`src/rtl/fetch_pkg.sv`:
```
// fetch_pkg: shared NOP encoding, next-PC select encodings and fetch FSM states
package fetch_pkg;
    localparam logic [31:0] NOP_INSTR = 32'h0000_0013;
    typedef enum logic [1:0] {
        SEL_SEQ    = 2'b00,
        SEL_BRANCH = 2'b01,
        SEL_JAL    = 2'b10,
        SEL_JALR   = 2'b11
    } next_pc_sel_t;
    typedef enum logic [1:0] {
        S_IDLE = 2'b00,
        S_WAIT = 2'b01,
        S_DROP = 2'b10
    } fetch_state_t;
endpackage

```
`src/rtl/fetch_skid_buffer.sv`:
```
// fetch_skid_buffer: one-entry {PC, instruction} holding register with a full flag
module fetch_skid_buffer
    import fetch_pkg::*;
#(
    parameter int DATA_WIDTH   = 32,
    parameter int ADDRESS_BITS = 20
) (
    input  logic                    clock,
    input  logic                    reset,
    input  logic                    clear,
    input  logic                    load,
    input  logic                    unload,
    input  logic [ADDRESS_BITS-1:0] load_pc,
    input  logic [DATA_WIDTH-1:0]   load_instr,
    output logic                    full,
    output logic [ADDRESS_BITS-1:0] pc,
    output logic [DATA_WIDTH-1:0]   instr
);
    // park a response on load, drop it on clear or when it moves downstream
    always_ff @(posedge clock) begin
        if (reset) begin
            full  <= 1'b0;
            pc    <= '0;
            instr <= DATA_WIDTH'(NOP_INSTR);
        end else if (clear) begin
            full <= 1'b0;
        end else if (load) begin
            full  <= 1'b1;
            pc    <= load_pc;
            instr <= load_instr;
        end else if (unload) begin
            full <= 1'b0;
        end
    end
endmodule

```
`src/rtl/fetch_request_unit.sv`:
```
// fetch_request_unit: issues single-outstanding icache reads and registers responses; FETCH_SKID_BUFFER_EN adds a one-entry skid
module fetch_request_unit
    import fetch_pkg::*;
#(
    parameter int                      DATA_WIDTH   = 32,
    parameter int                      ADDRESS_BITS = 20,
    parameter logic [ADDRESS_BITS-1:0] RESET_PC     = '0
) (
    input  logic                    clock,
    input  logic                    reset,
    input  logic                    stall,
    input  logic [1:0]              next_PC_select_execute,
    input  logic                    branch_execute,
    input  logic [ADDRESS_BITS-1:0] branch_target,
    input  logic [ADDRESS_BITS-1:0] JAL_target,
    input  logic [ADDRESS_BITS-1:0] JALR_target,
    input  logic                    icache_ready,
    output logic                    icache_read,
    output logic [ADDRESS_BITS-1:0] icache_address,
    input  logic                    icache_valid_in,
    input  logic [DATA_WIDTH-1:0]   icache_data,
    output logic [ADDRESS_BITS-1:0] inst_PC_fetch,
    output logic [DATA_WIDTH-1:0]   instruction_fetch,
    output logic                    fetch_valid
);
    fetch_state_t            state, state_next;
    next_pc_sel_t            sel;
    logic [ADDRESS_BITS-1:0] pc, target;
    logic                    redirect, response, slot_free, park;

    assign sel            = next_pc_sel_t'(next_PC_select_execute);
    assign redirect       = (sel == SEL_JAL) || (sel == SEL_JALR) || (sel == SEL_BRANCH && branch_execute);
    assign target         = (sel == SEL_JAL) ? JAL_target : (sel == SEL_JALR) ? JALR_target : branch_target;
    assign response       = (state == S_WAIT) && icache_valid_in && !redirect;
    assign icache_address = pc;

`ifdef FETCH_SKID_BUFFER_EN
    logic                    skid_full, unload;
    logic [ADDRESS_BITS-1:0] skid_pc;
    logic [DATA_WIDTH-1:0]   skid_instr;

    assign slot_free = !skid_full;
    assign park      = response && fetch_valid && stall;
    assign unload    = skid_full && !stall && !redirect;

    fetch_skid_buffer #(
        .DATA_WIDTH  (DATA_WIDTH),
        .ADDRESS_BITS(ADDRESS_BITS)
    ) u_skid (
        .clock     (clock),
        .reset     (reset),
        .clear     (redirect),
        .load      (park),
        .unload    (unload),
        .load_pc   (pc),
        .load_instr(icache_data),
        .full      (skid_full),
        .pc        (skid_pc),
        .instr     (skid_instr)
    );
`else
    // without a skid, a response always lands in the output register, which is free by then
    assign slot_free = !fetch_valid || !stall;
    assign park      = 1'b0;
`endif

    // FSM state register
    always_ff @(posedge clock) begin
        state <= reset ? S_IDLE : state_next;
    end

    // request strobe and next state; a response coinciding with a redirect is simply dropped
    always_comb begin
        state_next  = state;
        icache_read = 1'b0;
        case (state)
            S_IDLE: begin
                icache_read = !reset && icache_ready && !redirect && slot_free;
                state_next  = icache_read ? S_WAIT : S_IDLE;
            end
            S_WAIT:  state_next = icache_valid_in ? S_IDLE : redirect ? S_DROP : S_WAIT;
            S_DROP:  state_next = icache_valid_in ? S_IDLE : S_DROP;
            default: state_next = S_IDLE;
        endcase
    end

    // program counter: redirect wins, otherwise advance once per accepted response
    always_ff @(posedge clock) begin
        if (reset)
            pc <= RESET_PC;
        else if (redirect)
            pc <= target;
        else if (response)
            pc <= pc + ADDRESS_BITS'(4);
    end

    // fetch/decode output register: redirect flushes, stall holds, otherwise valid lasts one cycle
    always_ff @(posedge clock) begin
        if (reset) begin
            inst_PC_fetch     <= '0;
            instruction_fetch <= DATA_WIDTH'(NOP_INSTR);
            fetch_valid       <= 1'b0;
        end else if (redirect) begin
            fetch_valid <= 1'b0;
        end else if (response && !park) begin
            inst_PC_fetch     <= pc;
            instruction_fetch <= icache_data;
            fetch_valid       <= 1'b1;
`ifdef FETCH_SKID_BUFFER_EN
        end else if (unload) begin
            inst_PC_fetch     <= skid_pc;
            instruction_fetch <= skid_instr;
            fetch_valid       <= 1'b1;
`endif
        end else if (!stall) begin
            fetch_valid <= 1'b0;
        end
    end
endmodule

```
`config.mk`:
```
export PLATFORM = sky130hd
export DESIGN_NAME = fetch_request_unit
export DESIGN_NICKNAME = d
export VERILOG_FILES = /design/src/rtl/fetch_pkg.sv /design/src/rtl/fetch_skid_buffer.sv /design/src/rtl/fetch_request_unit.sv
export SDC_FILE = /design/constraint.sdc
export NUM_CORES = 1
export LEC_CHECK = 0
export ABC_CLOCK_PERIOD_IN_PS = 1750
export CORE_ASPECT_RATIO = 1.2
export CORE_MARGIN = 3
export CORE_UTILIZATION = 30
export CTS_CLUSTER_DIAMETER = 30
export CTS_CLUSTER_SIZE = 12
export DETAILED_ROUTE_END_ITERATION = 12
export PLACE_DENSITY = 0.65
export SETUP_SLACK_MARGIN = 0.15
export SLEW_MARGIN = 10
export SYNTH_ARGS = -nofsm -noshare
export SYNTH_HDL_FRONTEND = slang
export SYNTH_SLANG_ARGS = --single-unit
```
`constraint.sdc`:
```
create_clock -name clock -period 1.75 [get_ports clock]
set_clock_uncertainty 0.2 [all_clocks]
set_input_delay 0.4375 -clock clock [delete_from_list [all_inputs] [get_ports clock]]
set_output_delay 0.4375 -clock clock [all_outputs]
set_load 0.05 [all_outputs]
```
==> metrics.md, run 1 <==
| Metric | Value |
|---|---|
| Largest area contributor in the netlist | `dfxtp_1` |
| CTS Root Cell | `clkbuf_16` |
| Pre-CTS setup slack | `-0.544 ns` |
| Max clock buf depth | `2` |
| Clock Sinks | `75` |
| Area of the mapped netlist | `between 0.003 and 0.004 mm^2` |
| Placed Instances | `743` |
| Area contributors post-synth | `dfxtp_1, nand2_1, a21oi_1` |
| CTS Hold Bufs | `0` |
| Final Hold Fails | `0` |
| CP startpoint kind | `flop` |
| PwrDens | `roughly 660 mW/mm^2` |
| Number of routed nets with antenna violations | `0` |
| Clock transition at path regs | `0.06 ns` |
| Crit path buf inv count | `1` |
| Register area share after synthesis | `between 40 and 50%` |
| Drt pass-1 iters | `5` |
| Post-synth top area share | `around 43%` |
| Headroom to the max-slew limit | `75.6%` |
| Outcome | `finished with violations` |
| DIE AREA | `0.0130 mm^2` |
| Lkg Pwr | `slightly below 3 nW` |
| Initial antenna violation count | `0` |
| Via Count | `about 4100` |
| Maximum VDD drop | `between 400 and 500 uV` |
| Worst path max stage delay | `0.34 ns` |
| Total Routing Usage GR | `between 10% and 20%` |
| Finished Core Util | `around two thirds` |
| Wirelength per Cell | `17.9 um` |
| Setup tns final | `-0.453 ns` |
| CTS Buf Count | `9` |
| Vias per inst | `5.11` |
| Synth unique cells | `58` |
| Syn_nets | `~520` |
| Final worst path period share | `110%` |
| Max-Cap Viols | `0` |
| Number of fill cells | `about 860` |
| Crit end category | `output pin` |
| Vias in the first global route | `3744` |
| Buffers added on ports | `173` |
| IO Count | `between 150 and 200` |
| Vertical die dimension | `between 100 and 150 um` |
| Synthesized area per cell | `8.39 um^2` |
| Failing checks | `negative setup slack` |
| Mapped Cells | `417` |
| HPWL after detailed placement | `just over 9000 um` |
| Pwr Total | `a little under 5 mW` |
| Critical path's top delay family | `simple AND/OR/NAND/NOR gates` |
| Die X | `between 100 and 150 um` |
| Asr flop ratio synth | `0%` |
| Crit Path Max Fanout | `2` |
| # diodes | `0` |
| Slew @ Worst Pin | `roughly 0.37 ns` |
| Seq cells post-synth | `75` |
| Core Region | `between 0.01 and 0.015 mm^2` |
| Ratio of cells with drive above 1 in the final layout | `43.8%` |
| Gr ovfl total | `0` |
| Setup CP Type | `reg -> out` |
| Fin cells | `a little under 800` |
| TritonCTS clock tree | `done` |
| Worst hold path type | `reg -> reg` |
| Nets | `approximately 740` |
| Count of final setup violators | `20` |
| Fmax | `around 520 MHz` |
| Worst-skew pair later-pin latency | `approximately 0.33 ns` |
| First-pass GRT wire length | `just under 20000 um` |
| DRC Markers | `0` |
| H-tree Lvls | `3` |
| Syn-to-layout area delta | `116%` |
| Largest net degree at the start of global routing | `34` |
| Initial core utilization | `31.3%` |
| Worst Slack Setup Final | `-0.170 ns` |
| Main synth FF type | `dfxtp_1` |
| Ys Warns | `0` |
| RSZ-0062 raised after global routing | `yes` |
| Max Transition Viols Final | `0` |
| EDFF count, synth | `0` |
| GP Congestion | `~0.85` |
| CP required | `between 1 and 1.5 ns` |
| # rows | `42` |
| Final wirelength | `roughly 14000 um` |
| Initial DRC Count | `163` |
| Crit-path cells | `nand3b_1 -> nor3_4 -> buf_12` |
| Slowest CP cell | `dfxtp_4` |
| Fin crit period | `~1.9 ns` |
| CP Data Arrival Time | `~1.3 ns` |
## power breakdown
group | switching (mW) | internal [mW]
clock network | 0.751 | 1.29
logic | 0.459 | 0.569
registers | 0.123 | 1.76
## state kept, by name, indices dropped and copies added (netlist names)
name,count
inst_PC_fetch,20
state,2
icache_address,20
instruction_fetch,32
fetch_valid,1
## final cells by class
type	instances	area (um^2)	area share [%]
repair buffers	238	3220	42.7
multi-input cells	305	2210	29.3
flip-flops and latches	75	1560	20.7
clock buffers	11	275	3.64
well taps	154	193	2.55
clock inverters	5	61.3	0.812
inverters	7	26.3	0.348
## Yosys cell counts (all sizes together) (2+ instances only)
| cell | n |
|---|---|
| a211oi | 5 |
| a21o | 2 |
| a21oi | 64 |
| a221oi | 3 |
| a311oi | 5 |
| a31oi | 5 |
| a32oi | 2 |
| and3 | 7 |
| buf | 22 |
| clkbuf | 9 |
| dfxtp | 75 |
| inv | 7 |
| mux2 | 11 |
| mux2i | 9 |
| nand2 | 111 |
| nand3 | 11 |
| nand3b | 4 |
| nand4 | 6 |
| nor2 | 10 |
| nor2b | 2 |
| nor3 | 8 |
| nor4 | 4 |
| o21ai | 3 |
| o221ai | 8 |
| o31ai | 2 |
| xnor2 | 6 |
| xor2 | 2 |
## through the flow
step	hold slack (ns)	cell area, um^2
3_3_place_gp	0.279	6350
6_report	0.290	7550
3_5_place_dp	0.285	6350
4_1_cts	0.293	6840
5_1_grt	0.307	7550
2_1_floorplan	0.314	3620
## final timing paths
check / end / depth (start not counted) / slack [ns] / start
setup / recovery: icache_read / 3 / -0.17 / state[0]$_SDFF_PP0_
hold / removal: inst_PC_fetch[19]$_SDFFE_PP0P_ / 2 / 0.29 / inst_PC_fetch[19]$_SDFFE_PP0P_
setup reg to reg: icache_address[16]$_SDFFE_PP0P_ / 7 / -0.08 / state[0]$_SDFF_PP0_
hold reg to reg: inst_PC_fetch[19]$_SDFFE_PP0P_ / 2 / 0.29 / inst_PC_fetch[19]$_SDFFE_PP0P_
## cell usage in the layout (no fill, tap or decap), types with 3 or more instances in the layout
cell              n
dfxtp_2           8
o221ai_1          8
a21oi_2          29
buf_4            37
xnor2_2           4
clkbuf_16        19
nor4_4            3
and3_1            5
inv_1             6
clkdlybuf4s50_1  92
nand4_1           5
nand2_2          18
dfxtp_1          54
mux2i_1           9
dfxtp_4          13
nand2_4           9
buf_6            13
a31oi_1           5
nor3_4            5
a211oi_1          5
nor2_1            9
nand3_1           8
nand2_1          83
a21oi_1          34
nand3b_1          3
a311oi_1          4
mux2_2           11
buf_12           79
## routing by layer
metal  vias to the layer above  global-route usage, %  part of all wire (%)
met5                         -                      0                     0
met4                         0                   6.80                   2.1
met3                        17                   3.42                   5.1
met2                       158                   33.3                    54
met1                      1966                   21.6                    39
li1                       1924                      -                     -
## cell families (layout without fill, tap and decap cells)
group	count (synthesis)	count (layout)	share of synthesized area (%)
DFF	75	75	42.9
muxes	20	20	6.11
xor gates and xnor gates	8	8	2.00
and+or+nand+nor	168	169	23.7
buffers and inverters	38	261	5.72
AOI/OAI and AO/OA	107	107	19.2
adders and majority gates	1	1	0.357
## timing repair
item | CTS | global route
endpoints found under the setup margin | 76 | 73
pin swaps | 10 | 38
setup buffers | 9 | 16
resized for setup | 22 | 102
cloned | 2 | 10
## worst min-delay path, cell delays in order (launching register included)
cell and delay [ns]:
dfxtp_1 0.33, nand2_1 0.06, a21oi_1 0.05
Power figures use the tool's default switching activity.
==> run 2, diff against run 1 <==
--- a/config.mk
+++ b/config.mk
@@ -6,15 +6,17 @@
 export NUM_CORES = 1
 export LEC_CHECK = 0
 export ABC_CLOCK_PERIOD_IN_PS = 1750
+export CELL_PAD_IN_SITES_DETAIL_PLACEMENT = 1
+export CELL_PAD_IN_SITES_GLOBAL_PLACEMENT = 2
 export CORE_ASPECT_RATIO = 1.2
 export CORE_MARGIN = 3
-export CORE_UTILIZATION = 30
+export CORE_UTILIZATION = 20
 export CTS_CLUSTER_DIAMETER = 30
 export CTS_CLUSTER_SIZE = 12
 export DETAILED_ROUTE_END_ITERATION = 12
-export PLACE_DENSITY = 0.65
+export PLACE_DENSITY_LB_ADDON = 0.1
 export SETUP_SLACK_MARGIN = 0.15
-export SLEW_MARGIN = 10
+export SLEW_MARGIN = 20
 export SYNTH_ARGS = -nofsm -noshare
 export SYNTH_HDL_FRONTEND = slang
 export SYNTH_SLANG_ARGS = --single-unit
==> metrics.md, run 2 (synthesized netlist as in run 1, its figures left out) <==
| Metric | Value |
|---|---|
| CP Data Arrival Time | `1.25 ns (-0.03 ns)` |
| Placed Instances | `815 (+9.7%)` |
| Pre-CTS setup slack | `-0.626 ns (-0.0818 ns)` |
| Worst r2r src | `state[1]$_SDFF_PP0_` |
| Core Region | `0.0170 mm^2 (+52%)` |
| TritonCTS clock tree | `done` |
| CP required | `1.11 ns (about the same)` |
| H-tree Lvls | `3 (unchanged)` |
| Count of final setup violators | `1 (-95%)` |
| Fin crit period | `1.89 ns (-0.0340 ns)` |
| IO Count | `174 (unchanged)` |
| Clock transition at path regs | `0.06 ns (about the same)` |
| Post-place instance area | `0.00652 mm^2 (+2.6%)` |
| Buffers added on ports | `173 (unchanged)` |
| Initial antenna violation count | `0 (unchanged)` |
| Worst-skew pair later-pin latency | `0.33 ns (about the same)` |
| RSZ-0062 raised after global routing | `yes` |
| First-pass GRT wire length | `23600 um (+21%)` |
| Vertical die dimension | `151 um (+21%)` |
| Wirelength per Cell | `18.9 um (+5.3%)` |
| Clock Sinks | `75 (unchanged)` |
| Outcome | `finished with violations` |
| Nets | `755 (+2.4%)` |
| Max Transition Viols Final | `0 (unchanged)` |
| HPWL after detailed placement | `10900 um (+19%)` |
| Vias per inst | `4.64 (-9.3%)` |
| # rows | `52 (+24%)` |
| Worst hold path type | `in -> reg` |
| Crit end category | `output pin` |
| GP Congestion | `0.768 (-9.8%)` |
| CP startpoint kind | `flop` |
| Die X | `127 um (+21%)` |
| R2r endpoint | `icache_address[9]$_SDFFE_PP0P_` |
| Reg2reg path depth | `7 (unchanged)` |
| Hold path start | `icache_valid_in` |
| Max clock buf depth | `2 (unchanged)` |
| Largest net degree at the start of global routing | `26 (-24%)` |
| Number of fill cells | `1801 (+110%)` |
| Hold depth | `3 (+1)` |
| Total Routing Usage GR | `15.9% (-2.6 points)` |
| CTS Buf Count | `9 (unchanged)` |
| Top reg by flops | `instruction_fetch` |
| DIE AREA | `0.0191 mm^2 (+47%)` |
| Finished layout cell area | `0.00829 mm^2 (+9.7%)` |
| CTS Root Cell | `clkbuf_16` |
| Worst Hold Path EP | `state[1]$_SDFF_PP0_` |
| Drt pass-1 iters | `4 (-1)` |
| Final wirelength | `16500 um (+16%)` |
| FF-to-FF setup slack | `0.05 ns (+0.13 ns)` |
| Gr ovfl total | `0 (unchanged)` |
| Max reg flops | `32 (unchanged)` |
| Lkg Pwr | `3.48 nW (+19%)` |
| Vias in the first global route | `4149 (+11%)` |
| Fmax | `530 MHz (+1.8%)` |
| Failing checks | `negative setup slack` |
| Syn-to-layout area delta | `137%` |
| Initial DRC Count | `109 (-33%)` |
| PwrDens | `613 mW/mm^2 (-6.4%)` |
| Headroom to the max-slew limit | `76.5% (+0.91 points)` |
| Most frequent cells in the layout | `clkdlybuf4s50_1, buf_12, nand2_4` |
| Number of routed nets with antenna violations | `0 (unchanged)` |
| Max-Cap Viols | `0 (unchanged)` |
| # diodes | `0 (unchanged)` |
| Via Count | `4058 (-0.17%)` |
| Crit Path Max Fanout | `2 (unchanged)` |
| Final worst path period share | `108% (-1.9 points)` |
| Maximum VDD drop | `464 uV (+9.6%)` |
| Final Hold Fails | `0 (unchanged)` |
| Worst Slack Setup Final | `-0.136 ns (+0.0340 ns)` |
| DRC Markers | `0 (unchanged)` |
| Fin cells | `875 (+10%)` |
| Ratio of cells with drive above 1 in the final layout | `56.8% (+13 points)` |
| Slew @ Worst Pin | `0.352 ns (-0.0146 ns)` |
| Setup CP Type | `reg -> out` |
| Pwr Total | `5.08 mW (+2.6%)` |
| Setup tns final | `-0.136 ns (+0.317 ns)` |
| CTS Hold Bufs | `0 (unchanged)` |
| Most common cell after layout, fill and taps aside | `clkdlybuf4s50_1` |
| Initial core utilization | `20.5% (-11 points)` |
run 2: timing repair:
action,CTS,global route
endpoints found under the setup margin,83,81
resized for setup,83,185
gates cloned,6,6
pin swaps,53,95
buffers inserted,27,5
run 2: critical path, stage by stage, from the launching register on:
cell and delay [ns]:
dfxtp_4 0.34, nand3b_1 0.21, nor3_4 0.20, buf_12 0.16
run 2: stage by stage:
step                utilization, %  hold WS, ns
floorplan                        -        0.314
global placement              38.2        0.280
detailed placement            38.2        0.286
CTS                           43.7        0.295
global route                  48.6        0.238
finish                        48.6        0.225
run 2: layer usage:
layer,track usage (%),share of wire (%)
met2,28.4,54
met4,4.08,1.0
met3,3.39,4.2
met5,0,0
met1,19.2,41
run 2: power by group:
group	switching [mW]	internal (mW)	leakage (nW)
clock	0.782	1.28	0.164
sequential	0.115	1.76	0.621
combinational	0.531	0.618	2.69
total	1.43	3.66	3.48
run 2: worst max-delay path by stage:
stage                                         start                             end  slack [ns]
after floorplan           next_PC_select_execute[0]                     icache_read       -0.22
after global placement    next_PC_select_execute[0]  icache_address[6]$_SDFFE_PP0P_       -0.57
after detailed placement  next_PC_select_execute[0]  icache_address[6]$_SDFFE_PP0P_       -0.63
after CTS                       state[0]$_SDFF_PP0_                     icache_read       -0.15
after global routing       fetch_valid$_SDFFE_PP0P_                     icache_read       -0.17
final                           state[0]$_SDFF_PP0_                     icache_read       -0.14
run 2: area by class of cell:
class / count / area (um^2) / area share, %
Sequential cell: 75 / 1570 / 19.0
Multi-Input combinational cell: 304 / 2580 / 31.2
Clock inverter: 4 / 53.8 / 0.649
Clock buffer: 12 / 278 / 3.35
Tap cell: 216 / 270 / 3.26
Inverter: 7 / 26.3 / 0.317
Timing Repair Buffer: 257 / 3500 / 42.3
